`src/rtl/confreg_pkg.sv`:
```
// Purpose: shared register map, status bit positions and reset values for the
//          configuration responder, plus the byte-enable merge helper.
package confreg_pkg;

    // Register offsets within the 64 KiB region
    localparam logic [15:0] OFF_SCRATCH_LAST = 16'h001C;
    localparam logic [15:0] OFF_LED          = 16'h8000;
    localparam logic [15:0] OFF_SWITCH       = 16'h8004;
    localparam logic [15:0] OFF_TIMER        = 16'h8008;
    localparam logic [15:0] OFF_UART_TX      = 16'h800C;
    localparam logic [15:0] OFF_UART_STAT    = 16'h8010;
    localparam logic [15:0] OFF_NUM          = 16'h8014;

    // UART_STAT field positions
    localparam int unsigned STAT_FULL_BIT  = 0;
    localparam int unsigned STAT_EMPTY_BIT = 1;
    localparam int unsigned STAT_OVF_BIT   = 2;
    localparam int unsigned STAT_CNT_LSB   = 8;

    localparam logic [15:0] LED_RST = 16'hFFFF;

    // Replace only the bytes whose enable is set
    function automatic logic [31:0] byte_merge(input logic [31:0] old_v,
                                               input logic [31:0] new_v,
                                               input logic [3:0]  be);
        logic [31:0] r;
        r = old_v;
        for (int i = 0; i < 4; i++) begin
            if (be[i]) r[i*8 +: 8] = new_v[i*8 +: 8];
        end
        return r;
    endfunction

endpackage

```
`src/rtl/sync_fifo.sv`:
```
// Purpose: single-clock circular-buffer FIFO with occupancy count.
// Ports:   i_push/i_push_data  - write request and payload
//          i_pop               - consume head (ignored while empty)
//          o_head_c            - head entry, zero while empty
//          o_full_c/o_empty_c  - occupancy flags
//          o_count             - number of stored entries
module sync_fifo #(
    parameter int unsigned WIDTH = 8,
    parameter int unsigned DEPTH = 8
) (
    input  logic                       clk,
    input  logic                       resetn,
    input  logic                       i_push,
    input  logic [WIDTH-1:0]           i_push_data,
    input  logic                       i_pop,
    output logic [WIDTH-1:0]           o_head_c,
    output logic                       o_full_c,
    output logic                       o_empty_c,
    output logic [$clog2(DEPTH):0]     o_count
);

    localparam int unsigned AW = $clog2(DEPTH);
    localparam int unsigned CW = AW + 1;

    logic [WIDTH-1:0] r_mem [DEPTH];
    logic [AW-1:0]    r_wr_ptr;
    logic [AW-1:0]    r_rd_ptr;
    logic [CW-1:0]    r_count;
    logic             w_push_ok;
    logic             w_pop_ok;

    assign o_full_c  = (r_count == CW'(DEPTH));
    assign o_empty_c = (r_count == '0);
    assign o_count   = r_count;
    assign o_head_c  = o_empty_c ? '0 : r_mem[r_rd_ptr];

    // A full FIFO still takes a push when the head leaves in the same cycle
    assign w_pop_ok  = i_pop && !o_empty_c;
    assign w_push_ok = i_push && (!o_full_c || w_pop_ok);

    // Storage needs no reset: nothing is visible until the count says so
    always_ff @(posedge clk) begin
        if (w_push_ok) r_mem[r_wr_ptr] <= i_push_data;
    end

    // Pointers wrap naturally since DEPTH is a power of two
    always_ff @(posedge clk or negedge resetn) begin
        if (!resetn) begin
            r_wr_ptr <= '0;
            r_rd_ptr <= '0;
            r_count  <= '0;
        end else begin
            if (w_push_ok) r_wr_ptr <= r_wr_ptr + AW'(1);
            if (w_pop_ok)  r_rd_ptr <= r_rd_ptr + AW'(1);
            case ({w_push_ok, w_pop_ok})
                2'b10:   r_count <= r_count + CW'(1);
                2'b01:   r_count <= r_count - CW'(1);
                default: r_count <= r_count;
            endcase
        end
    end

endmodule

```
`src/rtl/confreg_sram_resp.sv`:
```
// Purpose: memory-mapped config/peripheral responder on a data-SRAM style bus
//          with 1-cycle read latency: scratch regs, LED/switch/7-seg regs,
//          free-running timer, and a byte TX FIFO toward a UART.
// Ports:   sram_en/we/addr/wdata - request in;  sram_rdata - read data
//          switch_in             - async board switches
//          led_out, num_out      - LED and seven-segment registers
//          uart_tx_valid/data/ready - TX FIFO head handshake
module confreg_sram_resp
    import confreg_pkg::*;
#(
    parameter logic [31:0] BASE_ADDR  = 32'hBFAF_0000,
    parameter int unsigned FIFO_DEPTH = 8,
    parameter logic [31:0] TIMER_RST  = 32'h0
) (
    input  logic        clk,
    input  logic        resetn,
    input  logic        sram_en,
    input  logic [3:0]  sram_we,
    input  logic [31:0] sram_addr,
    input  logic [31:0] sram_wdata,
    output logic [31:0] sram_rdata,
    input  logic [15:0] switch_in,
    output logic [15:0] led_out,
    output logic [31:0] num_out,
    output logic        uart_tx_valid,
    output logic [7:0]  uart_tx_data,
    input  logic        uart_tx_ready
);

    localparam int unsigned CW = $clog2(FIFO_DEPTH) + 1;

    logic [31:0]   r_scratch [8];
    logic [15:0]   r_led;
    logic [31:0]   r_num;
    logic [31:0]   r_timer;
    logic [15:0]   r_sw_meta;
    logic [15:0]   r_sw_sync;
    logic          r_ovf;
    logic [31:0]   r_rdata;

    logic          w_hit;
    logic          w_rd;
    logic          w_wr;
    logic [15:0]   w_off;
    logic          w_is_scratch;
    logic [31:0]   w_rd_val;
    logic          w_push;
    logic          w_pop;
    logic          w_full;
    logic          w_empty;
    logic [CW-1:0] w_count;
    logic [7:0]    w_head;
    logic          w_ovf_set;
    logic          w_ovf_clr;
    logic [1:0]    w_unused_addr;

    assign w_unused_addr = sram_addr[1:0];

    // Request decode; byte offset bits are dropped so accesses are word-aligned
    assign w_hit        = sram_en && (sram_addr[31:16] == BASE_ADDR[31:16]);
    assign w_off        = {sram_addr[15:2], 2'b00};
    assign w_rd         = sram_en && (sram_we == 4'b0000);
    assign w_wr         = w_hit && (sram_we != 4'b0000);
    assign w_is_scratch = (w_off <= OFF_SCRATCH_LAST);

    // Read mux over pre-edge register values
    always_comb begin
        w_rd_val = '0;
        if (w_hit) begin
            if (w_is_scratch) begin
                w_rd_val = r_scratch[sram_addr[4:2]];
            end else begin
                case (w_off)
                    OFF_LED:       w_rd_val = {16'h0, r_led};
                    OFF_SWITCH:    w_rd_val = {16'h0, r_sw_sync};
                    OFF_TIMER:     w_rd_val = r_timer;
                    OFF_UART_STAT: begin
                        w_rd_val[STAT_FULL_BIT]        = w_full;
                        w_rd_val[STAT_EMPTY_BIT]       = w_empty;
                        w_rd_val[STAT_OVF_BIT]         = r_ovf;
                        w_rd_val[STAT_CNT_LSB +: 8]    = 8'(w_count);
                    end
                    OFF_NUM:       w_rd_val = r_num;
                    default:       w_rd_val = '0;
                endcase
            end
        end
    end

    // TX FIFO control and sticky overflow; a new drop beats a same-cycle clear
    assign w_push    = w_wr && (w_off == OFF_UART_TX) && sram_we[0];
    assign w_pop     = uart_tx_valid && uart_tx_ready;
    assign w_ovf_set = w_push && w_full && !w_pop;
    assign w_ovf_clr = w_wr && (w_off == OFF_UART_STAT) && sram_we[0] && sram_wdata[STAT_OVF_BIT];

    sync_fifo #(
        .WIDTH (8),
        .DEPTH (FIFO_DEPTH)
    ) u_tx_fifo (
        .clk         (clk),
        .resetn      (resetn),
        .i_push      (w_push),
        .i_push_data (sram_wdata[7:0]),
        .i_pop       (w_pop),
        .o_head_c    (w_head),
        .o_full_c    (w_full),
        .o_empty_c   (w_empty),
        .o_count     (w_count)
    );

    assign uart_tx_valid = !w_empty;
    assign uart_tx_data  = w_head;
    assign sram_rdata    = r_rdata;
    assign led_out       = r_led;
    assign num_out       = r_num;

    // Register file, timer, switch synchronizer and read-data hold register
    always_ff @(posedge clk or negedge resetn) begin
        if (!resetn) begin
            for (int i = 0; i < 8; i++) r_scratch[i] <= '0;
            r_led     <= LED_RST;
            r_num     <= '0;
            r_timer   <= TIMER_RST;
            r_sw_meta <= '0;
            r_sw_sync <= '0;
            r_ovf     <= 1'b0;
            r_rdata   <= '0;
        end else begin
            r_sw_meta <= switch_in;
            r_sw_sync <= r_sw_meta;

            if (w_rd) r_rdata <= w_rd_val;

            if (w_wr && w_is_scratch) begin
                r_scratch[sram_addr[4:2]] <= byte_merge(r_scratch[sram_addr[4:2]], sram_wdata, sram_we);
            end
            if (w_wr && (w_off == OFF_LED)) begin
                r_led <= 16'(byte_merge({16'h0, r_led}, sram_wdata, sram_we));
            end
            if (w_wr && (w_off == OFF_NUM)) begin
                r_num <= byte_merge(r_num, sram_wdata, sram_we);
            end

            if (w_wr && (w_off == OFF_TIMER)) r_timer <= byte_merge(r_timer, sram_wdata, sram_we);
            else                              r_timer <= r_timer + 32'd1;

            if (w_ovf_set)      r_ovf <= 1'b1;
            else if (w_ovf_clr) r_ovf <= 1'b0;
        end
    end

endmodule
```
`config.mk`:
```
export PLATFORM = sky130hd
export DESIGN_NAME = confreg_sram_resp
export DESIGN_NICKNAME = d
export VERILOG_FILES = /design/src/rtl/confreg_pkg.sv /design/src/rtl/sync_fifo.sv /design/src/rtl/confreg_sram_resp.sv
export SDC_FILE = /design/constraint.sdc
export NUM_CORES = 1
export LEC_CHECK = 0
export BUFFER_PORTS_ARGS = -buffer_cell sky130_fd_sc_hd__buf_2
export CAP_MARGIN = 5
export CORE_MARGIN = 3
export CORE_UTILIZATION = 50
export CTS_CLUSTER_DIAMETER = 30
export DETAILED_ROUTE_END_ITERATION = 7
export GPL_ROUTABILITY_DRIVEN = 0
export PLACE_DENSITY = 0.75
export SYNTH_ARGS = -nofsm -noshare
export SYNTH_HDL_FRONTEND = slang
export SYNTH_SLANG_ARGS = --single-unit
```
`constraint.sdc`:
```
create_clock -name clk -period 2.2 [get_ports clk]
set_input_delay 0.11 -clock clk [delete_from_list [all_inputs] [get_ports clk]]
set_output_delay 0.11 -clock clk [all_outputs]
set_load 0.1 [all_outputs]
```
=== Yosys cells after proc, flatten, opt, wreduce, memory -nomap -nowiden ===
Memories as Yosys holds them, arrays and structs flattened.
Cells that the tools add are included.

* Register bits after elaboration: 411
* Word-level logic and storage cells: 113
* Memory bits (writable): 64
* Input bits: 88
* Memories kept: 1
* Output and inout port bits: 89

* Mux-type cells: 31
* Eq/ne operators: 14
* Magnitude comparators: 3
* Reduce and logical (&&, ||, !) cells: 33
* Add/sub/neg operators: 5
* Bitwise operators: 1

{| class="wikitable"
|+ Memory list
! name !! depth !! bits a word !! rd ports !! clocked after memory_dff !! write ports !! RTL line !! source
|-
| u_tx_fifo.r_mem || 8 || 8 || 1 || 0 || 1 || sync_fifo.sv:25 || <nowiki>logic [WIDTH-1:0] r_mem [DEPTH];</nowiki>
|}

{| class="wikitable"
|+ Operators by type and width
! kind !! number
|-
| $bwmux 256 || 1
|-
| $mux 32 || 6
|-
| $mux 8 || 13
|-
| $bmux 32 s3 || 1
|-
| $demux 32 s3 || 1
|-
| $eq 14x14->1 const B || 6
|-
| $pmux 8 s5 || 1
|-
| $add 32x1->32 const B || 1
|-
| $pmux 16 s2 || 1
|-
| $pmux 5 s4 || 1
|-
| $logic_and 1x1->1 || 18
|-
| $eq 16x16->1 const B || 1
|-
| $le 16x5->1 const B || 1
|-
| $pmux 3 s5 || 1
|-
| $reduce_and 2->1 || 6
|-
| $logic_not 4->1 || 2
|-
| $ne 2x2->1 const B || 4
|-
| $pmux 4 s2 || 1
|-
| $add 3x1->3 const B || 2
|-
| $add 4x1->4 const B || 1
|-
| $eq 4x4->1 const B || 1
|-
| $ge 4x4->1 const B || 1
|-
| $lt 4x1->1 const B || 1
|-
| $mux 1 || 4
|-
| 8 further kinds || 11
|}

=== Longest topological paths before layout ===
* Depth in word-level cells: 8
* Gate-level depth with buffers: 11

=== Cells and area by module ===
From an unflattened synthesis, not the netlist that was laid out.

* Cells, all modules: 1931
* Area, all modules: 21506.9 um^2

{| class="wikitable"
|+ By module, submodules not included
! module !! cells an instance !! seq. area each (um^2) !! times used !! area each (um^2)
|-
| confreg_sram_resp || 1749 || 10054.6 || 1 || 18357.6
|-
| sync_fifo || 182 || 2172.1 || 1 || 3149.3
|}

=== Worst setup path after synthesis ===
OpenSTA, ideal clock, no wires.

* Path type: register to output
* Start: register u_tx_fifo.r_rd_ptr[0]
* End: output uart_tx_data[6]
* Cell stages (with the launch flop): 6
* Arrival: 2.697 ns
* Slack: -0.607 ns
* Path through: dfrtp_1 clkbuf_1 buf_2 mux4_2 mux2i_1 nor2_1

* Longest elaborated chain between the ends: 2

{| class="wikitable"
|+ Ends and longest elaborated chain
! element !! RTL line !! source
|-
| from (decl) || sync_fifo.sv:27 || <nowiki>logic [AW-1:0] r_rd_ptr;</nowiki>
|-
| from (signal assigned) || sync_fifo.sv:54 || <nowiki>if (w_pop_ok) r_rd_ptr <= r_rd_ptr + AW'(1);</nowiki>
|-
| $mem_v2 8x8 || n/a ||
|-
| $mux 8 || sync_fifo.sv:35 || <nowiki>assign o_head_c = o_empty_c ? '0 : r_mem[r_rd_ptr];</nowiki>
|-
| to (decl) || confreg_sram_resp.sv:26 || <nowiki>output logic [7:0] uart_tx_data,</nowiki>
|}

No other way between the ends.

=== Final worst setup path ===
* Start: register u_tx_fifo.r_rd_ptr[0]
* End: output uart_tx_data[4]

The elaborated chain is that of the path after synthesis.

==> key figures <==
Outcome
  • Status: finished, violations left
  • Failing checks: negative setup slack

Layout
  • Area Overhead vs Synth: 31.8%
  • Layout cells sized above 1: 34.6%
  • Final #Nets: 2,273
  • # fillers: 2,750
  • Antenna Diode Count: 0
  • Post-Layout Cell Count: 2,787
  • Most common cell after layout, fill and taps aside: dfrtp_1
  • Most frequent cells in the layout: 393 x dfrtp_1, 334 x nand2_1, 205 x o21ai_0

Synth
  • Mux cell area share after synthesis: 15.1%
  • Post-synthesis sequential area ratio: 57.5%
  • Syn Nets: 1,881
  • Adder-cell share of the synthesized area: 0.388%
  • Synthesized instance count: 1,787
  • Post-Synth Simple-Gate Area: 11.9%
  • Yosys warns: 0
  • Syn avg cell area: 11.9 um^2
  • Area leader, netlist: dfrtp_1
  • Yosys reg bits: 475
  • Netlist Area Pre-Place: 21,300 um^2
  • Largest family of logic cells by synthesized area: multiplexers
  • Post-synth top flop: dfrtp_1
  • Post-synthesis xor/xnor area fraction: 0.288%
  • Area contributors post-synth: dfrtp_1 46%, edfxtp_1 9.0%, mux4_2 8.7%
  • Post-synth EDFFs: 64
  • Post-synth cell types: 68
  • Synth async-reset ratio: 86.5%
  • Post-synth top area share: 46.5%
  • Compound-cell area share of the yosys netlist: 11.6%

Worst setup path
  • CP max FO: 5
  • Register-to-Register Path Depth: 8
  • CP arrival: 2.25 ns
  • Reg2reg start: u_tx_fifo.o_count[0]
  • Slack of the worst reg-to-reg path: 0.06 ns
  • Worst Setup End Kind: output port
  • Startpoint types: flip-flop
  • Crit path to: uart_tx_data[4]
  • CP Data Required Time: 2.09 ns
  • Crit Reg-Reg Endpoint: u_tx_fifo.r_mem[3][5]
  • Worst setup startpoint: u_tx_fifo.r_rd_ptr[0]
  • Worst Setup Path Type: reg -> out

Die
  • Chip Height: 212 um
  • Die X: 212 um
  • Die area: 45,000 um^2
  • Row count: 74
  • I/O Pins: 177
  • Core region area: 41,400 um^2
  • Initial core utilization: 51.4%

Routing
  • Initial DRC Count: 1,799
  • Post-route DRC: 0
  • Post-DR vias/cell: 6.29
  • DR WL/cell: 24.5 um
  • Vias: 17,500
  • Routed WL: 68,300 um
  • Final ANT Viol Nets: 0
  • Initial DRT Pass Iterations: 6

Timing
  • Worst Setup Slack, final: -0.162 ns
  • Hold Slack: 0.0773 ns
  • RSZ-0062 raised after global routing: true
  • Clk_skew: 0.0152 ns
  • Final worst path period need: 2.36 ns
  • Worst rel slew slack: 57.4%
  • Setup violators final: 8
  • Final Cycle Share: 107%
  • F_max: 423 MHz
  • Fin. Hold Viols: 0
  • Tightest Pin Transition: 0.640 ns
  • Slew Viols, Final: 0

CTS
  • H-tree lvl count: 3
  • Clock Path Buffers: 3
  • Reg clk slew, reported paths: 0.05 ns
  • CTS tree: built
  • CTS sink count: 475
  • Root buf cell: clkbuf_16
  • Worst-skew pair later-pin latency: 0.62 ns
  • CTS Buf Count: 89

Power and ir drop
  • Maximum vdd drop: 1560 uV
  • Leakage: 12.5 nW
  • PwrDens: 959 nW/um^2

GRT
  • Total GRT Usage: 29.7%
  • First-pass GRT wire length: 103,000 um
  • GR Overflow Total: 0
  • Vias in the first global route: 18,300
  • Largest net degree at the start of global routing: 66
  • Initial antenna violation count: 1

Placement
  • Port-buffer cells: 174
  • Placed insts: 2,557
  • Post-DP HPWL: 41,700 um

Hold path
  • Worst min path class: in -> reg

Job
  • Max-cap violations: 0
## registers in the layout, summed over array words and instances (netlist names)
register	cells
led_out	16
num_out	32
r_ovf	1
r_scratch	256
r_sw_meta	16
r_sw_sync	16
r_timer	32
sram_rdata	32
u_tx_fifo.o_count	4
u_tx_fifo.r_mem	64
u_tx_fifo.r_rd_ptr	3
u_tx_fifo.r_wr_ptr	3
## report_power, final
part           switching [mW]  internal, mW
Clock                    4.94          9.03
Sequential              0.150          9.02
Combinational            2.24          1.49
## worst max-delay path: stages (launching register included)
cell and delay (ns):
dfrtp_2 0.41, buf_8 0.15, mux4_2 0.59, mux2i_2 0.23, nor2_2 0.09, buf_12 0.17
## worst min-delay path by stage
stage                     from  slack, ns  cells after the start       endpoint
detailed placement      resetn       0.13                      1  r_scratch[28]
CTS                 sram_we[1]       0.04                      5    r_timer[12]
global placement        resetn       0.13                      1  r_scratch[28]
global route            resetn       0.11                      2  r_scratch[28]
floorplan               resetn      -0.19                      0     num_out[0]
finish              sram_we[0]       0.08                      4     r_timer[5]
## routing by layer
layer	vias to the layer above	track usage [%]	wire length, um
li1	7365	-	-
met1	8817	37.2	24900
met2	1064	48.0	32600
met3	285	7.41	6580
met4	2	16.1	4120
met5	-	0	21
## what timing repair did
| action | CTS | global route |
|---|---|---|
| gates resized for setup | 31 | 27 |
| gates cloned | 2 | 2 |
| hold buffers | 51 | 0 |
| setup endpoints to repair | 12 | 180 |
| hold endpoints to repair | 484 | 0 |
| pin swaps | 2 | 9 |
| setup buffers | 5 | 6 |
## per-stage QoR
stage / setup TNS [ns] / power [mW] / worst slack, ns / util (%) / cell area, um^2
after floorplan: -5.25 / 11.3 / -0.327 / - / 21400
final: -0.782 / 26.9 / -0.162 / 67.7 / 28000
after global routing: -1.84 / 27.6 / -0.213 / 67.7 / 28000
after CTS: -0.824 / 26.8 / -0.113 / 67.4 / 27900
after detailed placement: -20.36 / 12.3 / -0.150 / 58.2 / 24100
after global placement: -15.07 / 12.3 / -0.115 / 58.2 / 24100
## cell usage after synthesis (all sizes together) (9+ instances only)
master and instances:
a211oi 15, a21oi 22, a221oi 17, a222oi 10, and2 19, and3 18
buf 71, clkbuf 46, dfrtp 395, dfstp 16, edfxtp 64, inv 11
mux2 74, mux2i 50, mux4 82, nand2 335, nand2b 9, nand3 30
nand4 15, nor2 64, nor3 16, nor4 10, o21ai 303, or4 11
## cells by family (layout without fill, tap and decap cells)
family / Yosys count / count (layout)
xor+xnor: 7 / 7
fa+ha+maj: 6 / 6
simple gates: 552 / 552
buf+inv: 128 / 596
flops: 475 / 475
mux: 206 / 206
compound gates: 413 / 413
## final cells by class
type / count / area (um^2) / area share (%)
Tap cell: 532 / 666 / 2.37
Multi-Input combinational cell: 1184 / 8540 / 30.5
Clock buffer: 104 / 2410 / 8.59
Timing Repair Buffer: 418 / 3430 / 12.2
Inverter: 11 / 55.1 / 0.196
Clock inverter: 63 / 703 / 2.51
Sequential cell: 475 / 12200 / 43.6
Power figures use the tool's default switching activity.
